**config.mk**
```make
export PLATFORM = sky130hd
export DESIGN_NAME = calc_input_sequencer
export DESIGN_NICKNAME = d
export VERILOG_FILES = /design/src/rtl/calc_pkg.sv /design/src/rtl/button_debouncer.sv /design/src/rtl/calc_input_sequencer.sv
export SDC_FILE = /design/constraint.sdc
export NUM_CORES = 1
export LEC_CHECK = 0
export ABC_AREA = 1
export CAP_MARGIN = 20
export CORE_MARGIN = 2
export CORE_UTILIZATION = 50
export DETAILED_ROUTE_END_ITERATION = 7
export PLACE_DENSITY = 0.72
export SLEW_MARGIN = 20
export SYNTH_ARGS = -nofsm -noshare
export SYNTH_HDL_FRONTEND = slang
export SYNTH_SLANG_ARGS = --single-unit
```
**constraint.sdc**
```tcl
create_clock -name IN_clk -period 1.3 [get_ports IN_clk]
set_input_delay 0.26 -clock IN_clk [delete_from_list [all_inputs] [get_ports IN_clk]]
set_output_delay 0.26 -clock IN_clk [all_outputs]
set_load 0.1 [all_outputs]
```
**src/rtl/calc_pkg.sv**
```systemverilog
// Shared definitions for the calculator input sequencer: FSM encoding, operation
// codes and the default operation count.
package calc_pkg;

    typedef enum logic [2:0] {
        StIdle       = 3'd0,
        StEnterA     = 3'd1,
        StSelectOp   = 3'd2,
        StEnterB     = 3'd3,
        StShowAnswer = 3'd4
    } seq_state_e;

    localparam logic [2:0] OpAdd = 3'd0;
    localparam logic [2:0] OpSub = 3'd1;
    localparam logic [2:0] OpMul = 3'd2;
    localparam logic [2:0] OpDiv = 3'd3;
    localparam logic [2:0] OpAnd = 3'd4;
    localparam logic [2:0] OpOr  = 3'd5;

    localparam int unsigned DefaultNumOps = 6;

endpackage

```
**src/rtl/button_debouncer.sv**
```systemverilog
// Synchronizes a raw button, debounces it and emits a one-cycle pulse on each
// accepted press (rising edge of the accepted level).
module button_debouncer #(
    parameter int unsigned DEBOUNCE_CYCLES = 1000000
) (
    input  logic clk,
    input  logic rst_n,
    input  logic button,
    output logic press
);

    localparam int unsigned CntWidth = (DEBOUNCE_CYCLES > 1) ? $clog2(DEBOUNCE_CYCLES + 1) : 1;
    localparam logic [CntWidth-1:0] CntLast = CntWidth'(DEBOUNCE_CYCLES - 1);

    logic [1:0]          sync_q;
    logic [CntWidth-1:0] cnt_q;
    logic                level_q;
    logic                level_prev_q;

    always_ff @(posedge clk or negedge rst_n) begin
        if (!rst_n) begin
            sync_q       <= 2'b00;
            cnt_q        <= '0;
            level_q      <= 1'b0;
            level_prev_q <= 1'b0;
            press        <= 1'b0;
        end else begin
            sync_q       <= {sync_q[0], button};
            level_prev_q <= level_q;
            press        <= level_q & ~level_prev_q;
            // Any cycle agreeing with the accepted level restarts the count.
            if (sync_q[1] == level_q) begin
                cnt_q <= '0;
            end else if (cnt_q == CntLast) begin
                level_q <= sync_q[1];
                cnt_q   <= '0;
            end else begin
                cnt_q <= cnt_q + CntWidth'(1);
            end
        end
    end

endmodule

```
**src/rtl/calc_input_sequencer.sv**
```systemverilog
// Walks the user through operand A, operation select and operand B using three
// debounced buttons, then pulses calc_start when the answer stage is entered.
module calc_input_sequencer
    import calc_pkg::*;
#(
    parameter int unsigned DEBOUNCE_CYCLES = 1000000,
    parameter int unsigned NUM_OPS         = DefaultNumOps
) (
    input  logic        IN_clk,
    input  logic        IN_rst_n,
    input  logic [15:0] IN_switches,
    input  logic        IN_center_button,
    input  logic        IN_up_button,
    input  logic        IN_down_button,
    output logic [15:0] OUT_operand_a,
    output logic [15:0] OUT_operand_b,
    output logic [2:0]  OUT_operation_code,
    output logic        OUT_show_16bit_input,
    output logic        OUT_show_operation,
    output logic        OUT_show_answer,
    output logic        OUT_calc_start
);

    localparam logic [2:0] CodeMax = 3'(NUM_OPS - 1);

    logic center_press;
    logic up_press;
    logic down_press;

    button_debouncer #(.DEBOUNCE_CYCLES(DEBOUNCE_CYCLES)) u_center_db (
        .clk    (IN_clk),
        .rst_n  (IN_rst_n),
        .button (IN_center_button),
        .press  (center_press)
    );

    button_debouncer #(.DEBOUNCE_CYCLES(DEBOUNCE_CYCLES)) u_up_db (
        .clk    (IN_clk),
        .rst_n  (IN_rst_n),
        .button (IN_up_button),
        .press  (up_press)
    );

    button_debouncer #(.DEBOUNCE_CYCLES(DEBOUNCE_CYCLES)) u_down_db (
        .clk    (IN_clk),
        .rst_n  (IN_rst_n),
        .button (IN_down_button),
        .press  (down_press)
    );

    seq_state_e state_q;

    always_ff @(posedge IN_clk or negedge IN_rst_n) begin
        if (!IN_rst_n) begin
            state_q              <= StIdle;
            OUT_operand_a        <= 16'h0000;
            OUT_operand_b        <= 16'h0000;
            OUT_operation_code   <= OpAdd;
            OUT_show_16bit_input <= 1'b0;
            OUT_show_operation   <= 1'b0;
            OUT_show_answer      <= 1'b0;
            OUT_calc_start       <= 1'b0;
        end else begin
            OUT_calc_start <= 1'b0;
            unique case (state_q)
                StIdle: begin
                    if (center_press) begin
                        state_q              <= StEnterA;
                        OUT_show_16bit_input <= 1'b1;
                    end
                end
                StEnterA: begin
                    if (center_press) begin
                        state_q              <= StSelectOp;
                        OUT_operand_a        <= IN_switches;
                        OUT_show_16bit_input <= 1'b0;
                        OUT_show_operation   <= 1'b1;
                    end
                end
                StSelectOp: begin
                    // Center wins over up/down; simultaneous up and down cancel.
                    if (center_press) begin
                        state_q              <= StEnterB;
                        OUT_show_operation   <= 1'b0;
                        OUT_show_16bit_input <= 1'b1;
                    end else if (up_press && !down_press) begin
                        OUT_operation_code <= (OUT_operation_code >= CodeMax) ? 3'd0
                                                                              : OUT_operation_code + 3'd1;
                    end else if (down_press && !up_press) begin
                        OUT_operation_code <= (OUT_operation_code == 3'd0) ? CodeMax
                                                                           : OUT_operation_code - 3'd1;
                    end
                end
                StEnterB: begin
                    if (center_press) begin
                        state_q              <= StShowAnswer;
                        OUT_operand_b        <= IN_switches;
                        OUT_show_16bit_input <= 1'b0;
                        OUT_show_answer      <= 1'b1;
                        OUT_calc_start       <= 1'b1;
                    end
                end
                StShowAnswer: begin
                    if (center_press) begin
                        state_q         <= StIdle;
                        OUT_show_answer <= 1'b0;
                    end
                end
                default: begin
                    state_q              <= StIdle;
                    OUT_show_16bit_input <= 1'b0;
                    OUT_show_operation   <= 1'b0;
                    OUT_show_answer      <= 1'b0;
                end
            endcase
        end
    end

endmodule

```
==> impl_metrics.csv <==
group,metric,value,unit
synthesis,yosysTopAreaCellShare,0.504,
timing,grt_setup_unrepaired,"yes",
synthesis,syn_area_per_cell,8.45,µm²
worst_setup_path,reg2reg_from,"OUT_operation_code[1]$_DFFE_PN0P_",
synthesis,synth_area_leaders,"dfrtp_1 (50%), nand2_1 (8.3%), nor2_1 (8.2%)",
worst_setup_path,crit_path_cell_trace,"inv_6, buf_12, ha_4, nor2_2, nand2_2, nand3_2, o31ai_2, nand2_1, nand2_1, inv_1",
placement,gp_congestion,0.942,
synthesis,synth_flop_cell,"dfrtp_1",
timing,hold_viol,0,
routing,antenna_left,0,
finish,multiInputGateArea,3020,µm²
worst_setup_path,critPathMaxFanout,4,
routing,avgViaCountPerCell,5.26,
clocking,cts_sinks,117,
job,cap_violations,0,
timing,tightest_slew,0.359,ns
routing,via_count,5148,
timing,finalSetupViolations,35,
worst_setup_path,slowest_delay,0.52,ns
routing,wirelength,14600,µm
min_path,hold_path.class,"primary input to register",
worst_setup_path,cp.arrival,1.70,ns
routing,top_layer,"met4",
clocking,cts_tree,"yes",
finish,syn2layout_area_growth,49.5,%
worst_setup_path,slowest_stage,"dfrtp_4",
synthesis,synth_cells,687,
synthesis,ys_types,35,
floorplanning,core_area,11400,µm²
timing,fin_tns_setup,-1.39,ns
routing,wl_met3,717,µm
worst_setup_path,cp.required,1.61,ns
worst_setup_path,path_buf_inv,3,
worst_setup_path,cpMostUsedCell,"nand2_1",
timing,fin_crit_sh,1.07,
routing,drc,0,
routing,wl_per_cell,15.0,µm
synthesis,synthesis.area,5810,µm²
synthesis,yosysMostFrequentCell,"nand2_1",
synthesis,synth_seq_area_share,0.504,
worst_setup_path,end_kind,"register",
placement,dp_slack,-0.0771,ns
synthesis,syn_nets,716,
floorplanning,start_util,0.511,
power,vdd_drop_max,1110,µV
worst_setup_path,crit_family,"flip-flops",
clocking,cts_made_buffers,17,
finish,regArea,2950,µm²
synthesis,ys_warn_count,0,
power,p_per_area,1030,nW/µm²
synthesis,yosys.area.top_type,"dfrtp_1",
clocking,h-tree-depth,4,
placement,io_buffers,59,
floorplanning,die_y,112,µm
status,violations,"negative setup slack",
finish,diodes,0,
timing,setup_ws,-0.0909,ns
grt,grt-ovfl-total,0,
timing,max_freq,719,MHz
synthesis,yosys-top-cells-count,"nand2_1 (129), nor2_1 (127), dfrtp_1 (117)",
finish,fin_util,0.764,
floorplanning,pin_count,60,
worst_setup_path,crit_type,"register to register",
synthesis,ys_ff_latch,117,
worst_setup_path,setup.worst_path.start_class,"register",
min_path,hold_start,"IN_center_button",
timing,drv_slew,0,
routing,drtPass1Iterations,5,
worst_setup_path,startpoint,"OUT_operation_code[1]$_DFFE_PN0P_",
grt,antenna_found_initial,0,
power,p_leak,3.96,nW
synthesis,async_flop_share,1.00,
finish,n_fill_cell,716,
grt,grtUsageTotal,0.235,
grt,grt_max_degree,34,
timing,clock_skew,0.00727,ns
synthesis,synth_edf_count,0,
timing,period_needed,1.39,ns
floorplanning,rows,39,
floorplanning,die_x,112,µm
clocking,clk_latency,0.42,ns
routing,wl_met2,7550,µm
routing,drt_iter0_drc,308,
timing,timing.slew.headroom,0.761,
status,status,"finished with violations",
floorplanning,die-area,12500,µm²
clocking,cts_root_buf,"clkbuf_16",
finish,nNetsFinal,851,
clocking,clk_pin_slew_worst_paths,0.05,ns
finish,layout-drive-gt1-share,0.354,
grt,grt_pass1_wl,23600,µm
grt,grt_pass1_vias,5115,
clocking,clock_path_buffers,2,
routing,wl_met1,5860,µm
placement,dpl.hpwl,9440,µm
==> worst paths after layout <==
kind	cells after the start	endpoint	slack (ns)
max	10	OUT_operation_code[2]$_DFFE_PN0P_	-0.09
min	1	u_center_db.sync_q[0]$_DFF_PN0_	0.28
max reg2reg	10	OUT_operation_code[2]$_DFFE_PN0P_	-0.09
min reg2reg	0	u_center_db.sync_q[1]$_DFF_PN0_	0.35
max in group asynchronous	3	u_down_db.cnt_q[7]$_DFF_PN0_	0.49
min in group asynchronous	2	u_center_db.cnt_q[13]$_DFF_PN0_	0.30
==> power by group <==
| group | internal [mW] | switching [mW] | leakage, nW | total (mW) |
|---|---|---|---|---|
| clock network | 3.22 | 1.65 | 0.291 | 4.87 |
| logic | 0.165 | 0.194 | 2.25 | 0.359 |
| registers | 3.68 | 0.0345 | 1.42 | 3.71 |
==> what timing repair did <==
item,CTS,global route
buffers inserted,7,20
gates resized for setup,35,109
hold buffers,1,0
pin swaps,14,40
endpoints found under the setup margin,38,83
endpoints found under the hold margin,17,0
==> placed cells by master (no fill, tap or decap), types with 11 or more instances in the layout <==
cell             Yosys  layout
nor2_2               9      28
xor2_1              22      20
nand3_1             47      27
nand4_1             11      11
inv_1               75      70
clkdlybuf4s50_1      0      19
nand2_1            129     119
clkbuf_16            0      17
o21ai_0             39      35
nand3_2              7      22
buf_12               0      45
nand2_2             14      17
xnor2_1             12      11
nor2_4              15      30
dfrtp_1            117     100
dfrtp_2              0      15
buf_4                1      53
nor2_1             127      93
==> worst reg2reg max path, cell delays in order, from the launching register on <==
cell     delay, ns
dfrtp_4       0.52
inv_6         0.10
buf_12        0.10
ha_4          0.12
nor2_2        0.03
nand2_2       0.08
nand3_2       0.09
o31ai_2       0.07
nand2_1       0.08
nand2_1       0.07
inv_1         0.04
==> area by class of cell <==
type / count / share of cell area
Clock buffer: 22 / 0.0558
Clock inverter: 10 / 0.0167
Sequential cell: 117 / 0.340
Tap cell: 143 / 0.0206
Multi-Input combinational cell: 480 / 0.348
Timing Repair Buffer: 125 / 0.182
Inverter: 81 / 0.0365
==> metrics by stage <==
step | power, mW | std cells | instance area [µm²] | hold WS, ns
after global placement | 4.05 | 918 | 7280 | 0.198
after global routing | 9.25 | 978 | 8680 | 0.275
after CTS | 8.97 | 958 | 8140 | 0.269
after detailed placement | 4.06 | 918 | 7280 | 0.197
after floorplan | 3.85 | 687 | 5830 | -0.0356
final | 8.95 | 978 | 8680 | 0.279
==> sequential cells by signal (all words and copies together) (netlist names), 2 cells and up <==
signal              cells
state_q                 3
u_center_db.cnt_q      20
u_up_db.sync_q          2
u_down_db.sync_q        2
u_down_db.cnt_q        20
u_center_db.sync_q      2
OUT_operand_a          16
OUT_operand_b          16
OUT_operation_code      3
u_up_db.cnt_q          20
==> metal layers <==
metal	vias up	track usage
li1	2438	-
met4	0	0.117
met1	2491	0.286
met2	173	0.398
met5	-	0
met3	46	0.0495
==> logic make-up after synthesis <==
logic type               after synthesis  synth area share
XOR/XNOR                              34            0.0513
flip-flops                           117             0.504
buffers and inverters                 90            0.0623
adder cells (fa/ha/maj)                8            0.0172
AND/OR/NAND/NOR                      373             0.305
AO/OA/AOI/OAI                         65            0.0599
No activity file was read; power rests on OpenSTA's default activity.
==> variant, RTL diff (config.mk and constraints unchanged) <==
`DEBOUNCE_CYCLES` is set to 1000000 in 2 places; all go to 4000000.
--- a/src/rtl/button_debouncer.sv
+++ b/src/rtl/button_debouncer.sv
@@ -1,7 +1,7 @@
 // Synchronizes a raw button, debounces it and emits a one-cycle pulse on each
 // accepted press (rising edge of the accepted level).
 module button_debouncer #(
-    parameter int unsigned DEBOUNCE_CYCLES = 1000000
+    parameter int unsigned DEBOUNCE_CYCLES = 4000000
 ) (
     input  logic clk,
     input  logic rst_n,
--- a/src/rtl/calc_input_sequencer.sv
+++ b/src/rtl/calc_input_sequencer.sv
@@ -3,7 +3,7 @@
 module calc_input_sequencer
     import calc_pkg::*;
 #(
-    parameter int unsigned DEBOUNCE_CYCLES = 1000000,
+    parameter int unsigned DEBOUNCE_CYCLES = 4000000,
     parameter int unsigned NUM_OPS         = DefaultNumOps
 ) (
     input  logic        IN_clk,
Formal check against the unedited RTL: same outputs for any inputs over 10 cycles, from zero or initial values and one cycle with IN_rst_n low; that may be too few to reach the edited logic, so the function may still have changed.
==> variant against the unedited design <==
The flow still finishes with violations (negative setup slack). Design area rose by 9.8%. Highest routed layer unchanged. Critical path depth shrank 2. Utilization increased by 3.3 points. Total power decreased by 0.31%. Combinational power grew 23%. Global-route usage up 0.35 points. Routed wire length grew 23%. Die area up 5.0%. Area after synthesis grew 5.2%. Sequential cell count is 6 higher. Setup slack got worse by 130 ps.
==> variant: results (changes against the unedited design) <==
The flow ran to the end, but the final reports show violations. The checks that failed: negative setup slack. The via count of the first global-routing pass is 5,368 (+4.9%). The part of the Yosys area used for sequential elements is 50.4% (about the same).

The worst max-slew margin expressed relative to the limit is 72.4% (-3.6 points). The total global routing track utilization came to 23.9% (+0.35 points). By count the netlist is led by 145 x nand2_1, 138 x nor2_1, 123 x dfrtp_1. In the final layout, the registers with the most flip-flops are u_center_db.cnt_q x22, u_down_db.cnt_q x22, u_up_db.cnt_q x22. The number of cells on the worst reg-to-reg path was 8 (-2). The final worst hold slack is 280 ps (+0.414 ps). The final worst-path setup slack came out at -217 ps (-126 ps). The maximum cell stage delay along the critical path came out at 520 ps (about the same). The final count of negative-setup-slack endpoints is 85 (+140%).

The data arrival time of the worst path came out at 1870 ps (+170 ps). The proportion of layout cells with a drive suffix above 1 came out at 44.7% (+9.3 points). The endpoint identified for the worst register-to-register timing path is OUT_operation_code[1].

The met2 demand-to-capacity share in global routing is 39.8% (+0.045 points). The met1 wire length is 7.16 mm (+22%). The sum of net half-perimeters after detailed placement is 9.63 mm (+2.0%).

The power consumed by the clock network is 4.57 mW (-6.2%). The average wire per cell in the routed design is 17.3 um (+15%). The leakage power is 4.21 nW (+6.3%). After clock tree synthesis, the clock-pin slew on the worst setup and hold paths is 60 ps.

The share of async-settable or async-resettable flops after synthesis was 100% (unchanged). The worst voltage drop across the vdd grid came to 1.07 mV (-4.2%). The number of antenna cells inserted came out at 0 (unchanged). The worst register-to-register path begins at OUT_operation_code[0]. The global routing usage on met1 came out at 30.1% (+1.5 points). The number of nets in the layout came out at 908 (+6.7%). The detailed route wirelength on metal3 is 983 um (+37%).

The final standard cell count with taps included and fillers excluded is 1,039 (+6.2%). The worst min-delay path endpoint is u_down_db.sync_q[0]. The met3 track demand over resource is 6.03% (+1.1 points). The wire length of the first global-routing pass was 24.7 mm (+4.6%). The dominant synthesized flop cell is dfrtp_1.

The summed negative setup slack over all endpoints was -6940 ps (-5550 ps). The average footprint of a synthesized cell came to 8.51 um2 (+0.65%). The pin count of the biggest net entering global routing is 65 (+91%). The tree is rooted in a clkbuf_16. The path class of the tightest hold or removal check is input port to register. The count of cells resized by post-cts repair is 55 (+57%). The met2 wire length is 9.12 mm (+21%). The number of stages on the worst hold path is 1 (unchanged). The worst-path maximum fanout is 5 (+1). The total instance count after detailed placement came out at 953 (+3.8%).

The combinational power is 443 uW (+23%). The power spent charging and discharging nets is 2.05 mW (+8.8%). By area the synthesized netlist is led by dfrtp_1 50%, nand2_1 8.9%, nor2_1 8.5%, inv_1 4.4%, nand3_1 4.3%. The number of post-CTS setup repair buffers came out at 7 (unchanged). The first-iteration detailed-routing DRC count is 513 (+67%). The number of different library cells in the post-synthesis netlist was 33 (-5.7%). The number of antenna violations at the first check in global routing is 0 (unchanged). The worst hold path begins at IN_down_button. The worst setup skew after layout came out at 14.5 ps (+7.25 ps). The net count after synthesis is 747 (+4.3%). The via count of the routed design is 5,689 (+11%).

The routability congestion estimate from global placement was 0.961 (+2.0%).
==> variant: cell types whose count changed in the layout (fill, tap and decap cells not counted), sizes merged, moves of 3 or more <==
cell,delta
xnor2,+6
dfrtp,+6
clkinv,+3
buf,+22
nor2,+5
nand3,+7
nand4,-5
clkbuf,+4
nand2,+15
o21bai,-3
nor3,+3
a21oi,+4
==> variant: worst max-delay path by stage <==
stage | start | endpoint | slack [ps] | cells after the start
detailed placement | OUT_operation_code[0] | OUT_operation_code[1] | -80 | 7
finish | OUT_operation_code[0] | OUT_operation_code[1] | -220 | 8
floorplan | OUT_operation_code[1] | OUT_operation_code[2] | -140 | 9
global placement | u_up_db.cnt_q[0] | u_up_db.cnt_q[11] | -8 | 8
CTS | OUT_operation_code[1] | OUT_operation_code[1] | -150 | 2
global route | OUT_operation_code[1] | OUT_operation_code[2] | -290 | 8
==> variant: cell families after synthesis <==
family,share of synthesized area (%)
buffers and inverters,6.04
and+or+nand+nor,29.5
xor gates and xnor gates,6.10
DFF,50.4
AOI/OAI and AO/OA,6.29
adders and majority gates,1.64
==> variant: per-stage QoR <==
step           power [mW]  setup slack (ps)  instance area (um2)  util (%)
6_report             8.92              -217                 9530      79.7
2_1_floorplan        4.07              -135                 6180         -
5_1_grt              9.20              -292                 9530      79.7
3_3_place_gp         4.27             -8.13                 7630      63.8
3_5_place_dp         4.28             -77.4                 7630      63.8
4_1_cts              8.86              -151                 8520      71.2
==> variant: layout make-up <==
type	count	area (um2)
flip-flops and latches	123	3110
fillers	635	2430
clock buffers	22	484
inverters	81	322
multi-input cells	505	3460
well taps	147	184
clock inverters	10	91.3
repair buffers	151	1870
